## config.mk

```make
export PLATFORM = sky130hd
export DESIGN_NAME = mem_port_arbiter
export DESIGN_NICKNAME = d
export VERILOG_FILES = /design/src/rtl/mem_arb_pkg.sv /design/src/rtl/arb_priority_sel.sv /design/src/rtl/mem_port_arbiter.sv
export SDC_FILE = /design/constraint.sdc
export NUM_CORES = 1
export LEC_CHECK = 0
export CAP_MARGIN = 20
export CORE_MARGIN = 4
export CORE_UTILIZATION = 43
export CTS_BUF_LIST = sky130_fd_sc_hd__clkbuf_16
export DETAILED_ROUTE_END_ITERATION = 10
export GPL_ROUTABILITY_DRIVEN = 0
export PLACE_DENSITY = 0.91
export SYNTH_ARGS = -nofsm -noshare
export SYNTH_HDL_FRONTEND = slang
export SYNTH_SLANG_ARGS = --single-unit
```

## constraint.sdc

```tcl
create_clock -name clk -period 1.98 [get_ports clk]
set_clock_uncertainty 0.2 [all_clocks]
set_input_delay 0.396 -clock clk [delete_from_list [all_inputs] [get_ports clk]]
set_output_delay 0.396 -clock clk [all_outputs]
set_load 0.02 [all_outputs]
```

## src/rtl/mem_arb_pkg.sv

```systemverilog
// Shared types and default widths for the fetch/data memory port arbiter.
package mem_arb_pkg;

   localparam int DEF_ADDR_W       = 32;
   localparam int DEF_DATA_W       = 32;
   localparam int DEF_STARVE_LIMIT = 4;
   localparam int MASK_W           = 4;

   typedef enum logic [1:0] {
      IDLE = 2'd0,
      REQ  = 2'd1,
      RESP = 2'd2
   } state_e;

   typedef enum logic [1:0] {
      NONE  = 2'd0,
      FETCH = 2'd1,
      DATA  = 2'd2
   } owner_e;

endpackage

```

## src/rtl/arb_priority_sel.sv

```systemverilog
// Winner select between fetch and data requesters; data wins unless fetch has
// been passed over STARVE_LIMIT times in a row.
module arb_priority_sel
   import mem_arb_pkg::*;
#(
   parameter int STARVE_LIMIT = DEF_STARVE_LIMIT,
   parameter int CNT_W        = $clog2(STARVE_LIMIT + 1)
) (
   input  logic   clk,
   input  logic   reset,
   input  logic   i_req,
   input  logic   d_req,
   input  logic   idle,
   input  logic   grant,
   output owner_e winner
);

   localparam logic [CNT_W-1:0] LIMIT = CNT_W'(STARVE_LIMIT);
   localparam logic [CNT_W-1:0] ONE   = CNT_W'(1);

   logic [CNT_W-1:0] cnt_q;
   logic [CNT_W-1:0] cnt_d;

   // Priority decision for the current IDLE cycle
   always_comb begin
      if (d_req && i_req) begin
         if (cnt_q == LIMIT) begin
            winner = FETCH;
         end else begin
            winner = DATA;
         end
      end else if (d_req) begin
         winner = DATA;
      end else if (i_req) begin
         winner = FETCH;
      end else begin
         winner = NONE;
      end
   end

   // Starvation count: saturating count of data grants that bypassed a waiting fetch
   always_comb begin
      cnt_d = cnt_q;
      if (grant) begin
         if ((winner == FETCH) || !i_req) begin
            cnt_d = {CNT_W{1'b0}};
         end else if (cnt_q != LIMIT) begin
            cnt_d = cnt_q + ONE;
         end else begin
            cnt_d = cnt_q;
         end
      end else if (idle && !i_req) begin
         cnt_d = {CNT_W{1'b0}};
      end else begin
         cnt_d = cnt_q;
      end
   end

   // Counter register
   always_ff @(posedge clk) begin
      if (reset) begin
         cnt_q <= {CNT_W{1'b0}};
      end else begin
         cnt_q <= cnt_d;
      end
   end

endmodule

```

## src/rtl/mem_port_arbiter.sv

```systemverilog
// Serialises instruction-fetch and load/store traffic onto one req/gnt/rvalid
// memory port, one transaction in flight, with registered completion pulses.
module mem_port_arbiter
   import mem_arb_pkg::*;
#(
   parameter int ADDR_W       = DEF_ADDR_W,
   parameter int DATA_W       = DEF_DATA_W,
   parameter int STARVE_LIMIT = DEF_STARVE_LIMIT
) (
   input  logic              clk,
   input  logic              reset,
   input  logic              i_req,
   input  logic [ADDR_W-1:0] i_addr,
   input  logic              i_kill,
   output logic              i_rvalid,
   output logic [DATA_W-1:0] i_rdata,
   input  logic              d_req,
   input  logic              d_we,
   input  logic [ADDR_W-1:0] d_addr,
   input  logic [DATA_W-1:0] d_wdata,
   input  logic [MASK_W-1:0] d_wmask,
   output logic              d_done,
   output logic [DATA_W-1:0] d_rdata,
   output logic              m_req,
   output logic              m_we,
   output logic [ADDR_W-1:0] m_addr,
   output logic [DATA_W-1:0] m_wdata,
   output logic [MASK_W-1:0] m_wmask,
   input  logic              m_gnt,
   input  logic              m_rvalid,
   input  logic [DATA_W-1:0] m_rdata
);

   state_e              state_q,   state_d;
   owner_e              owner_q,   owner_d;
   logic                kill_q,    kill_d;
   logic                i_rvalid_q, i_rvalid_d;
   logic [DATA_W-1:0]   i_rdata_q, i_rdata_d;
   logic                d_done_q,  d_done_d;
   logic [DATA_W-1:0]   d_rdata_q, d_rdata_d;
   logic                m_req_q,   m_req_d;
   logic                m_we_q,    m_we_d;
   logic [ADDR_W-1:0]   m_addr_q,  m_addr_d;
   logic [DATA_W-1:0]   m_wdata_q, m_wdata_d;
   logic [MASK_W-1:0]   m_wmask_q, m_wmask_d;

   logic   fetch_req_s;
   logic   idle_s;
   logic   grant_s;
   owner_e winner_s;

   assign fetch_req_s = i_req & ~i_kill;
   assign idle_s      = (state_q == IDLE);
   assign grant_s     = idle_s & (fetch_req_s | d_req);

   arb_priority_sel #(
      .STARVE_LIMIT (STARVE_LIMIT)
   ) u_sel (
      .clk    (clk),
      .reset  (reset),
      .i_req  (fetch_req_s),
      .d_req  (d_req),
      .idle   (idle_s),
      .grant  (grant_s),
      .winner (winner_s)
   );

   // Next-state and next-output computation for the transaction FSM
   always_comb begin
      state_d    = state_q;
      owner_d    = owner_q;
      kill_d     = kill_q;
      i_rvalid_d = 1'b0;
      i_rdata_d  = i_rdata_q;
      d_done_d   = 1'b0;
      d_rdata_d  = d_rdata_q;
      m_req_d    = m_req_q;
      m_we_d     = m_we_q;
      m_addr_d   = m_addr_q;
      m_wdata_d  = m_wdata_q;
      m_wmask_d  = m_wmask_q;
      case (state_q)
         IDLE: begin
            kill_d = 1'b0;
            if (grant_s) begin
               owner_d = winner_s;
               state_d = REQ;
               m_req_d = 1'b1;
               if (winner_s == DATA) begin
                  m_we_d    = d_we;
                  m_addr_d  = d_addr;
                  m_wdata_d = d_we ? d_wdata : {DATA_W{1'b0}};
                  m_wmask_d = d_we ? d_wmask : {MASK_W{1'b0}};
               end else begin
                  m_we_d    = 1'b0;
                  m_addr_d  = i_addr;
                  m_wdata_d = {DATA_W{1'b0}};
                  m_wmask_d = {MASK_W{1'b0}};
               end
            end else begin
               owner_d = NONE;
            end
         end
         REQ: begin
            kill_d = kill_q | ((owner_q == FETCH) & i_kill);
            if (m_gnt) begin
               m_req_d = 1'b0;
               if (m_we_q) begin
                  d_done_d = 1'b1;
                  state_d  = IDLE;
                  owner_d  = NONE;
                  kill_d   = 1'b0;
               end else begin
                  state_d = RESP;
               end
            end else begin
               state_d = REQ;
            end
         end
         RESP: begin
            kill_d = kill_q | ((owner_q == FETCH) & i_kill);
            if (m_rvalid) begin
               state_d = IDLE;
               owner_d = NONE;
               kill_d  = 1'b0;
               if (owner_q == DATA) begin
                  d_rdata_d = m_rdata;
                  d_done_d  = 1'b1;
               end else if (!(kill_q || i_kill)) begin
                  // a fetch flushed while in flight drains silently
                  i_rdata_d  = m_rdata;
                  i_rvalid_d = 1'b1;
               end else begin
                  i_rvalid_d = 1'b0;
               end
            end else begin
               state_d = RESP;
            end
         end
         default: begin
            state_d = IDLE;
            owner_d = NONE;
            kill_d  = 1'b0;
            m_req_d = 1'b0;
         end
      endcase
   end

   // State and output registers
   always_ff @(posedge clk) begin
      if (reset) begin
         state_q    <= IDLE;
         owner_q    <= NONE;
         kill_q     <= 1'b0;
         i_rvalid_q <= 1'b0;
         i_rdata_q  <= {DATA_W{1'b0}};
         d_done_q   <= 1'b0;
         d_rdata_q  <= {DATA_W{1'b0}};
         m_req_q    <= 1'b0;
         m_we_q     <= 1'b0;
         m_addr_q   <= {ADDR_W{1'b0}};
         m_wdata_q  <= {DATA_W{1'b0}};
         m_wmask_q  <= {MASK_W{1'b0}};
      end else begin
         state_q    <= state_d;
         owner_q    <= owner_d;
         kill_q     <= kill_d;
         i_rvalid_q <= i_rvalid_d;
         i_rdata_q  <= i_rdata_d;
         d_done_q   <= d_done_d;
         d_rdata_q  <= d_rdata_d;
         m_req_q    <= m_req_d;
         m_we_q     <= m_we_d;
         m_addr_q   <= m_addr_d;
         m_wdata_q  <= m_wdata_d;
         m_wmask_q  <= m_wmask_d;
      end
   end

   assign i_rvalid = i_rvalid_q;
   assign i_rdata  = i_rdata_q;
   assign d_done   = d_done_q;
   assign d_rdata  = d_rdata_q;
   assign m_req    = m_req_q;
   assign m_we     = m_we_q;
   assign m_addr   = m_addr_q;
   assign m_wdata  = m_wdata_q;
   assign m_wmask  = m_wmask_q;

endmodule

```

==> flow_summary.json <==
{
  "rows": 44,
  "yosysTopAreaCellShare": 0.453,
  "drc_errors": 0,
  "ys.flop_type": "dfxtp_1",
  "syn_area_per_cell_um2": 8.68,
  "ys_seq_area_frac": 0.453,
  "hp-class": "in2reg",
  "syn_nets": 878,
  "synth_area_um2": 6360,
  "grt_pass1_wl_mm": 33.2,
  "viasPerCell": 5.84,
  "cpMaxStageDelayCell": "clkdlybuf4s50_1",
  "total_power_w": 0.00791,
  "grt_usage": 0.245,
  "critPathMaxStageDelay_ns": 0.60,
  "grt_pass1_vias": 6462,
  "wl_met3_mm": 1.61,
  "syn_to_final_growth_pct": 59.8,
  "syn_inst": 732,
  "vias": 6821,
  "wl_met2_mm": 11.0,
  "yosysTopAreaCell": "dfxtp_1",
  "power.density_nw_per_um2": 779,
  "worst_pin_slew_ns": 0.490,
  "hold_viol_final": 0,
  "port-buffer-count": 275,
  "power_frac_comb": 0.204,
  "dp_hpwl_mm": 14.4,
  "ys_async_sr_fraction": 0,
  "final_net_count": 1119,
  "critPathMaxFanout": 2,
  "h-tree-depth": 4,
  "hold_ws_ns": 0.243,
  "antenna_found_initial": 0,
  "die_w_um": 130,
  "grt-ovfl-total": 0,
  "period_needed_ns": 1.95,
  "place_area_um2": 9480,
  "crit_path_cell_trace": "clkdlybuf4s50_1",
  "antenna_cells": 0,
  "ant_nets": 0,
  "core_area_um2": 14500,
  "cts_tree": "built",
  "numCtsBuffers": 17,
  "cts.sinks": 144,
  "yosys-top-cells-count": "144 x dfxtp_1, 103 x nand2_1, 71 x a21oi_1",
  "ys_types": 37,
  "insertion_delay_ns": 0.42,
  "final_area_um2": 10200,
  "start_kind": "register",
  "status": "completed",
  "grt_max_degree": 109,
  "yosys-top-cells-area": "dfxtp_1 45%, nand2_1 6.1%, o221a_1 5.7%, a21oi_1 5.6%, o2111ai_1 5.0%",
  "power_switching_w": 0.00214,
  "leakage_nw": 4.86,
  "synth_enable_flop_cells": 0,
  "post_drt_wl_per_cell_um": 19.1,
  "slew_violations": 0,
  "final_layout_size_suffix_gt1_frac": 0.0732,
  "ys_warn_count": 0,
  "start_util": 0.437,
  "dr.first_iter.drc_count": 652,
  "worstSetupPathType": "reg2out",
  "dr.pass1.iters": 5,
  "pwr-share-seq": 0.395,
  "ctsHoldBuffers": 0,
  "path_clk_slew_ns": 0.06,
  "finalCritPeriodShare": 0.985,
  "max_freq_ghz": 0.513,
  "vdd_drop_max_uv": 553,
  "die_y_um": 130,
  "slew_headroom": 0.673,
  "finalWorstSetupSlack_ns": 0.0293,
  "clockPowerShare": 0.400,
  "routed_wl_mm": 22.3,
  "switching_share": 0.271,
  "cts_buffer_depth": 2,
  "wl_met1_mm": 8.95,
  "cts-root-buf": "clkbuf_16",
  "preCtsSetupSlack_ns": -0.197,
  "drv_cap": 0,
  "ios": 276,
  "fill_cells": 1087,
  "dieArea_um2": 16800,
  "intPower_w": 0.00577,
  "postCtsSetupBuffers": 0,
  "required_ns": 1.38,
  "top_layer": "met4",
  "ys_seq_elements": 144,
  "synth_most_common_cell": "dfxtp_1",
  "setup_viol_count_final": 0,
  "critPathCaptureType": "output pin",
  "crit_arrival_ns": 1.35,
  "path_buf_inv": 1,
  "cp_top_family": "buffers and inverters"
}
## logic make-up after synthesis
group                      after synthesis  share of synthesized area
DFF                                    144                      0.453
adders and majority gates                6                     0.0118
buffers and inverters                  133                     0.0825
and+or+nand+nor                        165                      0.119
AOI/OAI and AO/OA                      284                      0.334
## metrics by stage
| stage | TNS (ns) | utilization | std cells |
|---|---|---|---|
| 2_1_floorplan | 0 | - | 732 |
| 3_3_place_gp | -12.75 | 0.652 | 1138 |
| 3_5_place_dp | -14.66 | 0.652 | 1138 |
| 4_1_cts | 0 | 0.687 | 1168 |
| 5_1_grt | -0.00992 | 0.699 | 1168 |
| 6_report | 0 | 0.699 | 1168 |
## registers in the layout, indices dropped and copies added, names as in the netlist, 2 cells and up
| name | count |
|---|---|
| state_q | 2 |
| m_wmask | 4 |
| i_rdata | 32 |
| d_rdata | 32 |
| u_sel.cnt_q | 3 |
| m_wdata | 32 |
| owner_q | 2 |
| m_addr | 32 |
## path summary, 6_finish.rpt
check,start,to,slack [ns],depth (start not counted)
max,d_rdata[8],d_rdata[8],0.03,1
min reg2reg,d_rdata[29],d_rdata[29],0.25,2
min,d_req,u_sel.cnt_q[2],0.24,4
max reg2reg,u_sel.cnt_q[0],owner_q[1],0.13,5
## worst register-to-register path: stages (launching register included)
cell	delay, ns
dfxtp_1	0.36
inv_1	0.07
ha_1	0.23
and4b_1	0.24
or4_1	0.52
a21oi_1	0.15
## repair_timing
item,4_1_cts,5_1_grt
endpoints found under the setup margin,55,105
pin swaps,0,1
resized for setup,55,72
## power by group through the flow
| stage | clock network, W | logic [W] | registers [W] |
|---|---|---|---|
| 6_report | 0.00317 | 0.00162 | 0.00313 |
| 5_1_grt | 0.00334 | 0.00172 | 0.00314 |
| 4_1_cts | 0.00320 | 0.00162 | 0.00313 |
| 3_5_place_dp | 0 | 0.00165 | 0.00319 |
| 3_3_place_gp | 0 | 0.00162 | 0.00319 |
| 2_1_floorplan | 0 | 0.000647 | 0.00335 |
## area by class of cell
class                   instances  area (um2)  area share
flip-flops and latches        144        2880       0.284
clock buffers                  17         425      0.0419
clock inverters                13         146      0.0144
inverters                      44         165      0.0163
multi-input cells             455        2980       0.294
repair buffers                311        3330       0.328
well taps                     184         230      0.0227
## placed cells by master (no fill, tap or decap), types with 34 or more instances in the layout
master | synthesis | final
o2111ai_1 | 36 | 36
dlymetal6s2s_1 | 0 | 71
nand3_1 | 36 | 36
dlygate4sd2_1 | 0 | 55
inv_1 | 43 | 43
a21oi_1 | 71 | 71
o32ai_1 | 36 | 36
dfxtp_1 | 144 | 144
clkdlybuf4s50_1 | 0 | 147
o221ai_1 | 34 | 34
nand2_1 | 103 | 103
## layer usage
metal,global-route usage,up-vias
met5,0,-
met2,0.396,342
met4,0.122,0
li1,-,3221
met1,0.307,3196
met3,0.0606,62
No activity file was read; power rests on OpenSTA's default activity.
